`config.mk`:
```
export PLATFORM = sky130hd
export DESIGN_NAME = keypad_debounce_scan
export DESIGN_NICKNAME = d
export VERILOG_FILES = /design/src/rtl/keypad_pkg.sv /design/src/rtl/keypad_debounce_scan_sync2.sv /design/src/rtl/keypad_debounce_scan.sv
export SDC_FILE = /design/constraint.sdc
export NUM_CORES = 1
export LEC_CHECK = 0
export ABC_CLOCK_PERIOD_IN_PS = 2300
export CORE_MARGIN = 5
export CORE_UTILIZATION = 53
export CTS_CLUSTER_DIAMETER = 100
export DETAILED_ROUTE_END_ITERATION = 10
export MAX_ROUTING_LAYER = met4
export PLACE_DENSITY = 0.79
export SLEW_MARGIN = 20
export SYNTH_ARGS = -nofsm -noshare
export SYNTH_HDL_FRONTEND = slang
export SYNTH_SLANG_ARGS = --single-unit
export TNS_END_PERCENT = 10
```
`constraint.sdc`:
```
create_clock -name clk -period 2.3 [get_ports clk]
set_clock_uncertainty 0.15 [all_clocks]
set_input_delay 0.23 -clock clk [delete_from_list [all_inputs] [get_ports clk]]
set_output_delay 0.23 -clock clk [all_outputs]
set_load 0.01 [all_outputs]
```
`src/rtl/keypad_pkg.sv`:
```
`default_nettype none
// ============================================================================
//  Module      : keypad_pkg
//  Description : Shared types and constants for the 4x4 keypad scanner:
//                FSM state encoding, {row,col} -> hex decode table, row-drive
//                reset pattern and small column-pattern helpers.
//  Revision    : 1.0 - initial release
// ============================================================================
package keypad_pkg;

    // Scanner states
    typedef enum logic [1:0] {
        SCAN     = 2'd0,
        PRESS_DB = 2'd1,
        HELD     = 2'd2,
        REL_DB   = 2'd3
    } kp_state_t;

    // Row drive coming out of reset: row 0 selected (active low)
    localparam logic [3:0] ROWS_RESET = 4'b1110;

    // Hex code of each key, indexed by {row, col}
    localparam logic [3:0] KEY_MAP [16] = '{
        4'h1, 4'h2, 4'h3, 4'hA,
        4'h4, 4'h5, 4'h6, 4'hB,
        4'h7, 4'h8, 4'h9, 4'hC,
        4'hE, 4'h0, 4'hF, 4'hD
    };

    // Active-low one-hot pattern with only bit idx at 0
    function automatic logic [3:0] row_drive(input logic [1:0] idx);
        row_drive = ~(4'b0001 << idx);
    endfunction

    // True when exactly one column reads low
    function automatic logic single_low(input logic [3:0] v);
        case (v)
            4'b1110, 4'b1101, 4'b1011, 4'b0111: single_low = 1'b1;
            default:                            single_low = 1'b0;
        endcase
    endfunction

    // Index of the low column; only meaningful when single_low(v) holds
    function automatic logic [1:0] low_index(input logic [3:0] v);
        case (v)
            4'b1101: low_index = 2'd1;
            4'b1011: low_index = 2'd2;
            4'b0111: low_index = 2'd3;
            default: low_index = 2'd0;
        endcase
    endfunction

endpackage : keypad_pkg
`default_nettype wire

```
`src/rtl/keypad_debounce_scan_sync2.sv`:
```
`default_nettype none
// ============================================================================
//  Module      : sync2
//  Description : Parameterized-width two-flop synchronizer. Clears to all
//                ones so idle (pulled-up) keypad columns read as released.
//  Revision    : 1.0 - initial release
// ============================================================================
module sync2 #(
    parameter int WIDTH = 4
) (
    input  logic             clk,
    input  logic             reset,
    input  logic [WIDTH-1:0] i_d,
    output logic [WIDTH-1:0] o_q
);

    logic [WIDTH-1:0] r_meta;
    logic [WIDTH-1:0] r_sync;

    // Two-stage capture of the asynchronous input
    always_ff @(posedge clk or negedge reset) begin
        if (!reset) begin
            r_meta <= '1;
            r_sync <= '1;
        end else begin
            r_meta <= i_d;
            r_sync <= r_meta;
        end
    end

    assign o_q = r_sync;

endmodule : sync2
`default_nettype wire

```
`src/rtl/keypad_debounce_scan.sv`:
```
`default_nettype none
// ============================================================================
//  Module      : keypad_debounce_scan
//  Description : 4x4 matrix keypad row scanner with single-key debounce.
//                Emits the hex code of an accepted key together with a
//                one-cycle key_valid strobe; other keys are ignored while a
//                key is held.
//  Options     : KEYPAD_REPEAT_EN - auto-repeat strobes while a key is held
//                (adds REPEAT_DELAY / REPEAT_RATE, both in ticks).
//  Revision    : 1.0 - initial release
// ============================================================================
module keypad_debounce_scan #(
    parameter int SCAN_DIV     = 48000,
    parameter int DB_COUNT     = 20
`ifdef KEYPAD_REPEAT_EN
    ,
    parameter int REPEAT_DELAY = 500,
    parameter int REPEAT_RATE  = 100
`endif
) (
    input  logic       clk,
    input  logic       reset,
    input  logic [3:0] cols,
    output logic [3:0] rows,
    output logic [3:0] key,
    output logic       key_valid
);

    import keypad_pkg::*;

    localparam int c_div_w = (SCAN_DIV > 1) ? $clog2(SCAN_DIV) : 1;
    localparam int c_cnt_w = $clog2(DB_COUNT + 1);

    localparam logic [c_div_w-1:0] c_div_last  = c_div_w'(SCAN_DIV - 1);
    localparam logic [c_cnt_w-1:0] c_db_target = c_cnt_w'(DB_COUNT);
    localparam logic [c_cnt_w-1:0] c_cnt_one   = c_cnt_w'(1);

`ifdef KEYPAD_REPEAT_EN
    localparam int c_rep_max = (REPEAT_DELAY > REPEAT_RATE) ? REPEAT_DELAY : REPEAT_RATE;
    localparam int c_rep_w   = $clog2(c_rep_max + 1);

    localparam logic [c_rep_w-1:0] c_rep_delay = c_rep_w'(REPEAT_DELAY);
    localparam logic [c_rep_w-1:0] c_rep_rate  = c_rep_w'(REPEAT_RATE);
`endif

    // Tick generation
    logic [c_div_w-1:0] r_div;
    logic               w_tick;

    // Synchronized columns
    logic [3:0]         w_cs;

    // Scanner state
    kp_state_t          r_state;
    kp_state_t          w_state_nxt;
    logic [1:0]         r_row_idx;
    logic [1:0]         w_row_nxt;
    logic [1:0]         w_row_adv;
    logic [1:0]         r_col;
    logic [1:0]         w_col_nxt;
    logic [1:0]         w_scan_col;
    logic [c_cnt_w-1:0] r_db_cnt;
    logic [c_cnt_w-1:0] w_db_nxt;
    logic [c_cnt_w-1:0] w_db_inc;
    logic [3:0]         r_rows;
    logic [3:0]         r_key;
    logic [3:0]         w_key_nxt;
    logic               r_kv;
    logic               w_kv_nxt;
    logic               w_only_latched;
    logic               w_latched_high;

`ifdef KEYPAD_REPEAT_EN
    logic [c_rep_w-1:0] r_rep_cnt;
    logic [c_rep_w-1:0] w_rep_nxt;
    logic [c_rep_w-1:0] w_rep_inc;
    logic               r_rep_armed;
    logic               w_rep_armed_nxt;
`endif

    sync2 #(
        .WIDTH (4)
    ) u_cols_sync (
        .clk   (clk),
        .reset (reset),
        .i_d   (cols),
        .o_q   (w_cs)
    );

    assign w_tick         = (r_div == c_div_last);
    assign w_row_adv      = r_row_idx + 2'd1;
    assign w_scan_col     = low_index(w_cs);
    assign w_only_latched = (w_cs == row_drive(r_col));
    assign w_latched_high = w_cs[r_col];
    assign w_db_inc       = (r_db_cnt == '1) ? r_db_cnt : r_db_cnt + 1'b1;
`ifdef KEYPAD_REPEAT_EN
    assign w_rep_inc      = r_rep_cnt + 1'b1;
`endif

    // Free-running sample/dwell divider, wraps at SCAN_DIV-1
    always_ff @(posedge clk or negedge reset) begin
        if (!reset) begin
            r_div <= '0;
        end else if (w_tick) begin
            r_div <= '0;
        end else begin
            r_div <= r_div + 1'b1;
        end
    end

    // State, row/column latches, debounce counter and registered outputs
    always_ff @(posedge clk or negedge reset) begin
        if (!reset) begin
            r_state     <= SCAN;
            r_row_idx   <= 2'd0;
            r_col       <= 2'd0;
            r_db_cnt    <= '0;
            r_rows      <= ROWS_RESET;
            r_key       <= 4'h0;
            r_kv        <= 1'b0;
`ifdef KEYPAD_REPEAT_EN
            r_rep_cnt   <= '0;
            r_rep_armed <= 1'b0;
`endif
        end else begin
            r_state     <= w_state_nxt;
            r_row_idx   <= w_row_nxt;
            r_col       <= w_col_nxt;
            r_db_cnt    <= w_db_nxt;
            r_rows      <= row_drive(w_row_nxt);
            r_key       <= w_key_nxt;
            r_kv        <= w_kv_nxt;
`ifdef KEYPAD_REPEAT_EN
            r_rep_cnt   <= w_rep_nxt;
            r_rep_armed <= w_rep_armed_nxt;
`endif
        end
    end

    // Next-state logic; every decision is taken on a sample tick only
    always_comb begin
        w_state_nxt     = r_state;
        w_row_nxt       = r_row_idx;
        w_col_nxt       = r_col;
        w_db_nxt        = r_db_cnt;
        w_key_nxt       = r_key;
        w_kv_nxt        = 1'b0;
`ifdef KEYPAD_REPEAT_EN
        w_rep_nxt       = r_rep_cnt;
        w_rep_armed_nxt = r_rep_armed;
`endif
        if (w_tick) begin
            case (r_state)
                SCAN: begin
                    if (single_low(w_cs)) begin
                        w_col_nxt = w_scan_col;
                        if (c_cnt_one == c_db_target) begin
                            // Single-sample debounce: accept immediately
                            w_key_nxt   = KEY_MAP[{r_row_idx, w_scan_col}];
                            w_kv_nxt    = 1'b1;
                            w_db_nxt    = '0;
                            w_state_nxt = HELD;
`ifdef KEYPAD_REPEAT_EN
                            w_rep_nxt       = '0;
                            w_rep_armed_nxt = 1'b0;
`endif
                        end else begin
                            w_db_nxt    = c_cnt_one;
                            w_state_nxt = PRESS_DB;
                        end
                    end else begin
                        // None or several columns low: keep scanning
                        w_row_nxt = w_row_adv;
                    end
                end

                PRESS_DB: begin
                    if (w_only_latched) begin
                        w_db_nxt = w_db_inc;
                        if (w_db_inc == c_db_target) begin
                            w_key_nxt   = KEY_MAP[{r_row_idx, r_col}];
                            w_kv_nxt    = 1'b1;
                            w_db_nxt    = '0;
                            w_state_nxt = HELD;
`ifdef KEYPAD_REPEAT_EN
                            w_rep_nxt       = '0;
                            w_rep_armed_nxt = 1'b0;
`endif
                        end
                    end else begin
                        // Bounce or extra key: abandon and move on
                        w_db_nxt    = '0;
                        w_row_nxt   = w_row_adv;
                        w_state_nxt = SCAN;
                    end
                end

                HELD: begin
                    if (w_latched_high) begin
                        if (c_cnt_one == c_db_target) begin
                            w_db_nxt    = '0;
                            w_row_nxt   = w_row_adv;
                            w_state_nxt = SCAN;
                        end else begin
                            w_db_nxt    = c_cnt_one;
                            w_state_nxt = REL_DB;
                        end
                    end
`ifdef KEYPAD_REPEAT_EN
                    else if (!r_rep_armed) begin
                        // Waiting out the initial repeat delay
                        if (w_rep_inc == c_rep_delay) begin
                            w_kv_nxt        = 1'b1;
                            w_rep_nxt       = '0;
                            w_rep_armed_nxt = 1'b1;
                        end else begin
                            w_rep_nxt = w_rep_inc;
                        end
                    end else begin
                        // Steady repeat cadence
                        if (w_rep_inc == c_rep_rate) begin
                            w_kv_nxt  = 1'b1;
                            w_rep_nxt = '0;
                        end else begin
                            w_rep_nxt = w_rep_inc;
                        end
                    end
`endif
                end

                REL_DB: begin
                    if (w_latched_high) begin
                        w_db_nxt = w_db_inc;
                        if (w_db_inc == c_db_target) begin
                            w_db_nxt    = '0;
                            w_row_nxt   = w_row_adv;
                            w_state_nxt = SCAN;
                        end
                    end else begin
                        // Contact closed again: still the same press
                        w_db_nxt    = '0;
                        w_state_nxt = HELD;
                    end
                end

                default: begin
                    w_db_nxt    = '0;
                    w_state_nxt = SCAN;
                end
            endcase
        end
    end

    assign rows      = r_rows;
    assign key       = r_key;
    assign key_valid = r_kv;

endmodule : keypad_debounce_scan
`default_nettype wire

```
==> metrics.md <==
| Metric | Value |
|---|---|
| Max-cap violations | 0 |
| Clock Sinks | 44 |
| Top FF cell, synth | dfrtp_1 |
| Post-synth top area share | 0.3381 |
| Global Route met2 Usage | 0.2938 |
| First-pass DRT Iterations | 4 |
| Leakage | 1.293 nW |
| First-pass GRT wire length | 8452 um |
| Antenna Cells | 0 |
| Mean Syn Cell Area | ~10 um^2 |
| GP Congestion | 0.8636 |
| CP Class | reg -> reg |
| Post-synth ARST share | 1.000 |
| Dpl ws | -0.1259 ns |
| Synthesized cell area | 2442 um^2 |
| Final wirelength | around 5500 um |
| Clk buf depth | 2 |
| Filler cells | 302 |
| Required @ worst endpoint | 2.33 ns |
| Final Non-Filler Cells | 333 |
| Pwr/cell area | 465.9 nW/um^2 |
| Hold WS | around 0.19 ns |
| Vias per inst | 5.757 |
| Fin. max-slew vios | 0 |
| Synth area leader | dfrtp_1 |
| Remaining global-route overflow | 0 |
| CTS tree | done |
| Startpoint Class | flop |
| Syn-to-layout area delta | 25.46% |
| Final hold violations | 0 |
| Core footprint | approximately 4400 um^2 |
| Wire per inst | approximately 16 um |
| Insertion delay to the later sink of the worst-skew pair | 0.30 ns |
| Placed cells | 317 |
| Nets | between 200 and 300 |
| Synth cell types | between 50 and 60 |
| Slew margin rel. | 0.4988 |
| Most numerous cell in the Yosys netlist | dfrtp_1 |
| Crit path time final | between 2 and 2.5 ns |
| 1st-iter DRT viols | 99 |
| Worst hold-check path type | in -> reg |
| Crit end category | flop |
| Top cells by area, synth | dfrtp_1 (34%), dfstp_2 (12%), xnor2_1 (5.0%) |
| Post-route cell area | about 3100 um^2 |
| R2r setup slk | -0.15 ns |
| I/O Buffers | 14 |
| Row count | 24 |
| Worst-Margin Slew | 0.7518 ns |
| Final setup viols | 12 |
| Failing checks | setup timing |
| Synthesis Warnings | 0 |
| Total Routing Usage GR | 0.1766 |
| Num CTS Buffers | 5 |
| Maximum VDD drop | 0.0003945 V |
| Setup Total Neg Slack | -0.7387 ns |
| Number of global-route vias before repair | 1876 |
| Syn Inst Count | 237 |
| CP Max Fanout | 4 |
| Power, Total | ~1.4 mW |
| Post-route ant nets | 0 |
| Grt peak-use layer | met2 |
| # DRC | 0 |
| H-tree depth | 2 |
| Share of cells above drive strength 1 | 0.3203 |
| Vias | approximately 1900 |
| Initial antenna violation count | 0 |
| Root Buffer | clkbuf_8 |
| Max Clk Rate | 407.9 MHz |
| Largest net degree at the start of global routing | 37 |
| Horiz. Die Dim | 77.89 um |
| Initial Utilization | 0.5533 |
| Die height | 77.89 um |
| Grt met3 use | 0.03472 |
| Synthesized flop and latch total | between 40 and 50 |
| Critical path arrival | 2.48 ns |
| Syn_nets | 251 |
| Synth top cells by count | dfrtp_1 (33), nand2_1 (26), nor2_1 (14), xnor2_1 (14), o21ai_0 (12) |
| Status | finished, violations left |
| RSZ-0062 raised after global routing | true |
| Final Core Density | 0.6942 |
| Period Utilization, post-route | 1.066 |
| Clock slew at reported path FFs | roughly 0.080 ns |
| Sequential area share after synthesis | 0.4565 |
| Worst Setup Slack, final | -0.1513 ns |
| Detailed placer's ending HPWL | 3507 um |
| Met1 Usage GRT | 0.2168 |
| Placement Cell Area | 2775 um^2 |
| Die area | 6066 um^2 |
| EDFF count, synth | 0 |
| Io pins | 15 |
-- state kept, by name, summed over array words and instances, names as in the netlist --
name / flops
key_valid: 1
rows: 4
r_div: 16
r_db_cnt: 5
r_row_idx: 2
r_state: 2
r_col: 2
u_cols_sync.o_q: 4
u_cols_sync.r_meta: 4
key: 4
-- per-layer routing --
metal | share of wire | routed length [um] | up-vias
met5 | 0 | 0 | -
met4 | 0.023 | 126 | 0
met3 | 0.040 | 218 | 15
met2 | 0.50 | 2719 | 50
met1 | 0.44 | 2410 | 942
li1 | - | - | 910
-- critical path, stage by stage, from the launching register on --
cell,delay (ns)
dfrtp_2,0.44
inv_4,0.07
ha_4,0.18
xnor2_4,0.12
or4_4,0.58
a32oi_2,0.25
o22ai_2,0.17
or3_1,0.38
-- cell usage in the layout (no fill, tap or decap), drive strengths merged, types with 8 or more instances in the layout --
cell type      Yosys  routed
xor2               9       9
inv               10      10
o21ai             14      14
dfrtp             33      33
dfstp             11      11
nand3             10      10
nand2             26      26
nor3               8       8
xnor2             14      14
a21oi             11      11
ha                 8       8
nor2              14      14
clkdlybuf4s50      0      13
buf                4      29
-- cell families after synthesis --
kind of cell / count (synthesis) / share of synthesized area
compound gates: 46 / 0.1312
mux: 9 / 0.04918
fa+ha+maj: 8 / 0.04099
flops: 44 / 0.4565
xor+xnor: 23 / 0.08248
buf+inv: 18 / 0.04150
simple gates: 89 / 0.1983
-- cell type report --
| cell class | count | area [um^2] | area share |
|---|---|---|---|
| Tap cell | 52 | 65.06 | 0.02123 |
| Sequential cell | 44 | 1117 | 0.3646 |
| Multi-Input combinational cell | 175 | 1370 | 0.4471 |
| Clock inverter | 1 | 30.03 | 0.009800 |
| Clock buffer | 7 | 76.32 | 0.02491 |
| Timing Repair Buffer | 43 | 359.1 | 0.1172 |
| Inverter | 11 | 46.29 | 0.01511 |
-- repair_timing --
item | in CTS | in global routing
setup endpoints to repair | 14 | 17
endpoints found under the hold margin | 24 | 0
pin swaps | 7 | 10
cloned | 0 | 0
setup buffers | 2 | 5
hold buffers | 1 | 0
gates resized for setup | 12 | 15
-- power by group --
group	leakage (nW)	internal (mW)	total, mW	switching (mW)
clock network	0.0524	0.325	0.576	0.251
logic	0.682	0.0246	0.0536	0.0290
registers	0.559	0.787	0.798	0.0116
total	1.29	1.14	1.43	0.291
-- worst paths after layout --
| check | startpoint | end | cells past startpoint |
|---|---|---|---|
| worst max-delay path | r_col[1] | rows[0] | 7 |
| worst min-delay path | cols[0] | u_cols_sync.r_meta[0] | 1 |
| worst max register to register | r_col[1] | rows[0] | 7 |
| worst min register to register | u_cols_sync.r_meta[1] | u_cols_sync.o_q[1] | 0 |
| max in group asynchronous | reset | r_div[10] | 3 |
| min in group asynchronous | reset | rows[0] | 2 |
Power figures use the tool's default switching activity.
==> variant, RTL diff (same flow settings) <==
Put one more register stage on the output `rows`, cleared by the reset. The value now appears one clock later. The other outputs are not delayed to match.
--- a/src/rtl/keypad_debounce_scan.sv
+++ b/src/rtl/keypad_debounce_scan.sv
@@ -253,3 +253,9 @@
 
-    assign rows      = r_rows;
+    always_ff @(posedge clk or negedge reset) begin
+        if (!reset) begin
+            rows <= '0;
+        end else begin
+            rows <= r_rows;
+        end
+    end
     assign key       = r_key;
Formal check against the unedited RTL: not equivalent (a bounded check fails within 4 cycles, from zero or initial values and one cycle with reset low).
==> variant against the original RTL <==
  * The run ends with design-rule violations, negative setup slack left
  * Synthesized area is 7.6% higher
  * Setup slack better by 15 ps
  * Total power is 1.4% higher
  * Via count is 9.2% higher
  * Sequential cell count is 4 higher
  * Routed wire length is 7.2% higher
  * Design area is 5.0% higher
  * Sequential power is 8.9% higher
  * Clock power is 11% lower
==> variant: results <==
[critical_path]
cp_slowest_cell = dfrtp_1
reg2regPathDepth = 9
crit_fanout = 4
critPathKind = flip-flop to flip-flop
r2r_end = r_row_idx[0]
max_stage_delay_ps = 440
crit_family = compound AO/OA/AOI/OAI gates

[layout]
seqCellArea_sq_mm = 0.001216
multi_input_comb_area_sq_mm = 0.001406
n_all_buffers = 46
layout.nets = 304
nonClkBufAreaFrac_pct = 12.13
clock_cell_area_share_pct = 2.838
n_all_inverters = 8
comb.multi_input.count = 181
drive_above_1_share_pct = 29.90
instances_no_fill = 358
finish.utilization_pct = 67.68
nClkBuffers = 5
nFillCells = 361
design_area_sq_mm = 0.003218
flops_and_latches = 48

[min_path]
worstHoldStart = cols[1]
min_to = u_cols_sync.r_meta[1]
hp-class = input pin to flip-flop

[yosys]
async_flop_share_pct = 100.0
netlist_instances = 247
synth_commonest_cells = dfrtp_1 (37), nand2_1 (19), nor2_1 (13)
synth_cell_types = 56
synthesis.nets = 261
synthTopCellsByArea = dfrtp_1 (35%), dfstp_2 (11%), xor2_1 (4.0%)
ys_seq_area_share_pct = 46.24

[sta]
fin_ws_ps = -136.2
slew_headroom_pct = 61.57
setup_viol = 13

[pwr]
switchingPower_mw = 0.3419
p_leak_nw = 1.379
ir_drop_mv = 0.3078

[cts]
clockBufferDepth = 2
cts_root_buf = clkbuf_8

[place]
dp_cells = 339
place_hpwl_mm = 3.817
place.gp.congestion = 0.9087
dpl_cell_area_sq_mm = 0.002957

[global_route]
grt_util_all_layers_pct = 19.82
grt_pass1_vias = 2067
grt_pass1_wl_mm = 9.508
grt_max_degree = 26

[routing]
wl_per_cell_um = 16.40
drc = 2
drt-pass1-iter-count = 8
drt_iter0_drc = 162
viasPerCell = 5.849

[outcome]
failed_checks = design-rule violations, negative setup slack
status = complete, but fails checks
variant: changes by cell type after synthesis, moves of 4 or more:
cell	unedited run	this run
o21ai_1	1	5
nor3_1	8	4
dfrtp_1	33	37
xnor2_1	14	9
o21ai_0	12	8
mux2_2	1	5
nand2b_1	2	9
nand2_1	26	19
variant: kinds of logic (layout without fill, tap and decap cells):
logic type	after synthesis	after routing	share of synthesized area, %
and+or+nand+nor	88	88	18.76
xor gates and xnor gates	21	21	7.000
DFF	48	48	46.24
buffers and inverters	18	62	3.667
muxes	14	14	7.142
adders and majority gates	8	8	3.810
AOI/OAI and AO/OA	50	50	13.38
variant: routing by layer:
layer / vias to the layer above / global-route usage, % / part of all wire, %
li1: 958 / - / -
met1: 983 / 22.82 / 40
met2: 122 / 32.62 / 50
met3: 31 / 4.709 / 6.7
met4: 0 / 9.459 / 4.1
met5: - / - / 0
variant: power by group through the flow:
stage	Sequential (mW)	Combinational [mW]	Clock (mW)
3_5_place_dp	0.883	0.0561	0
5_1_grt	0.871	0.0741	0.558
3_3_place_gp	0.882	0.0547	0
6_report	0.869	0.0677	0.511
4_1_cts	0.868	0.0654	0.523
2_1_floorplan	0.874	0.0356	0
variant: per-stage QoR:
stage | power, mW | setup TNS, ps | hold slack (ps)
floorplan | 0.9097 | 0 | -215.6
global placement | 0.9370 | -35.21 | 98.82
detailed placement | 0.9389 | -889.6 | 109.2
CTS | 1.457 | -288.0 | 160.1
global route | 1.503 | -2159 | 157.6
finish | 1.448 | -827.3 | 171.2
variant: timing repair:
item / 4_1_cts / 5_1_grt
hold buffers: 1 / 0
setup buffers: 8 / 2
hold endpoints to repair: 21 / 0
pin swaps: 9 / 7
resized for setup: 10 / 7
endpoints found under the setup margin: 16 / 17
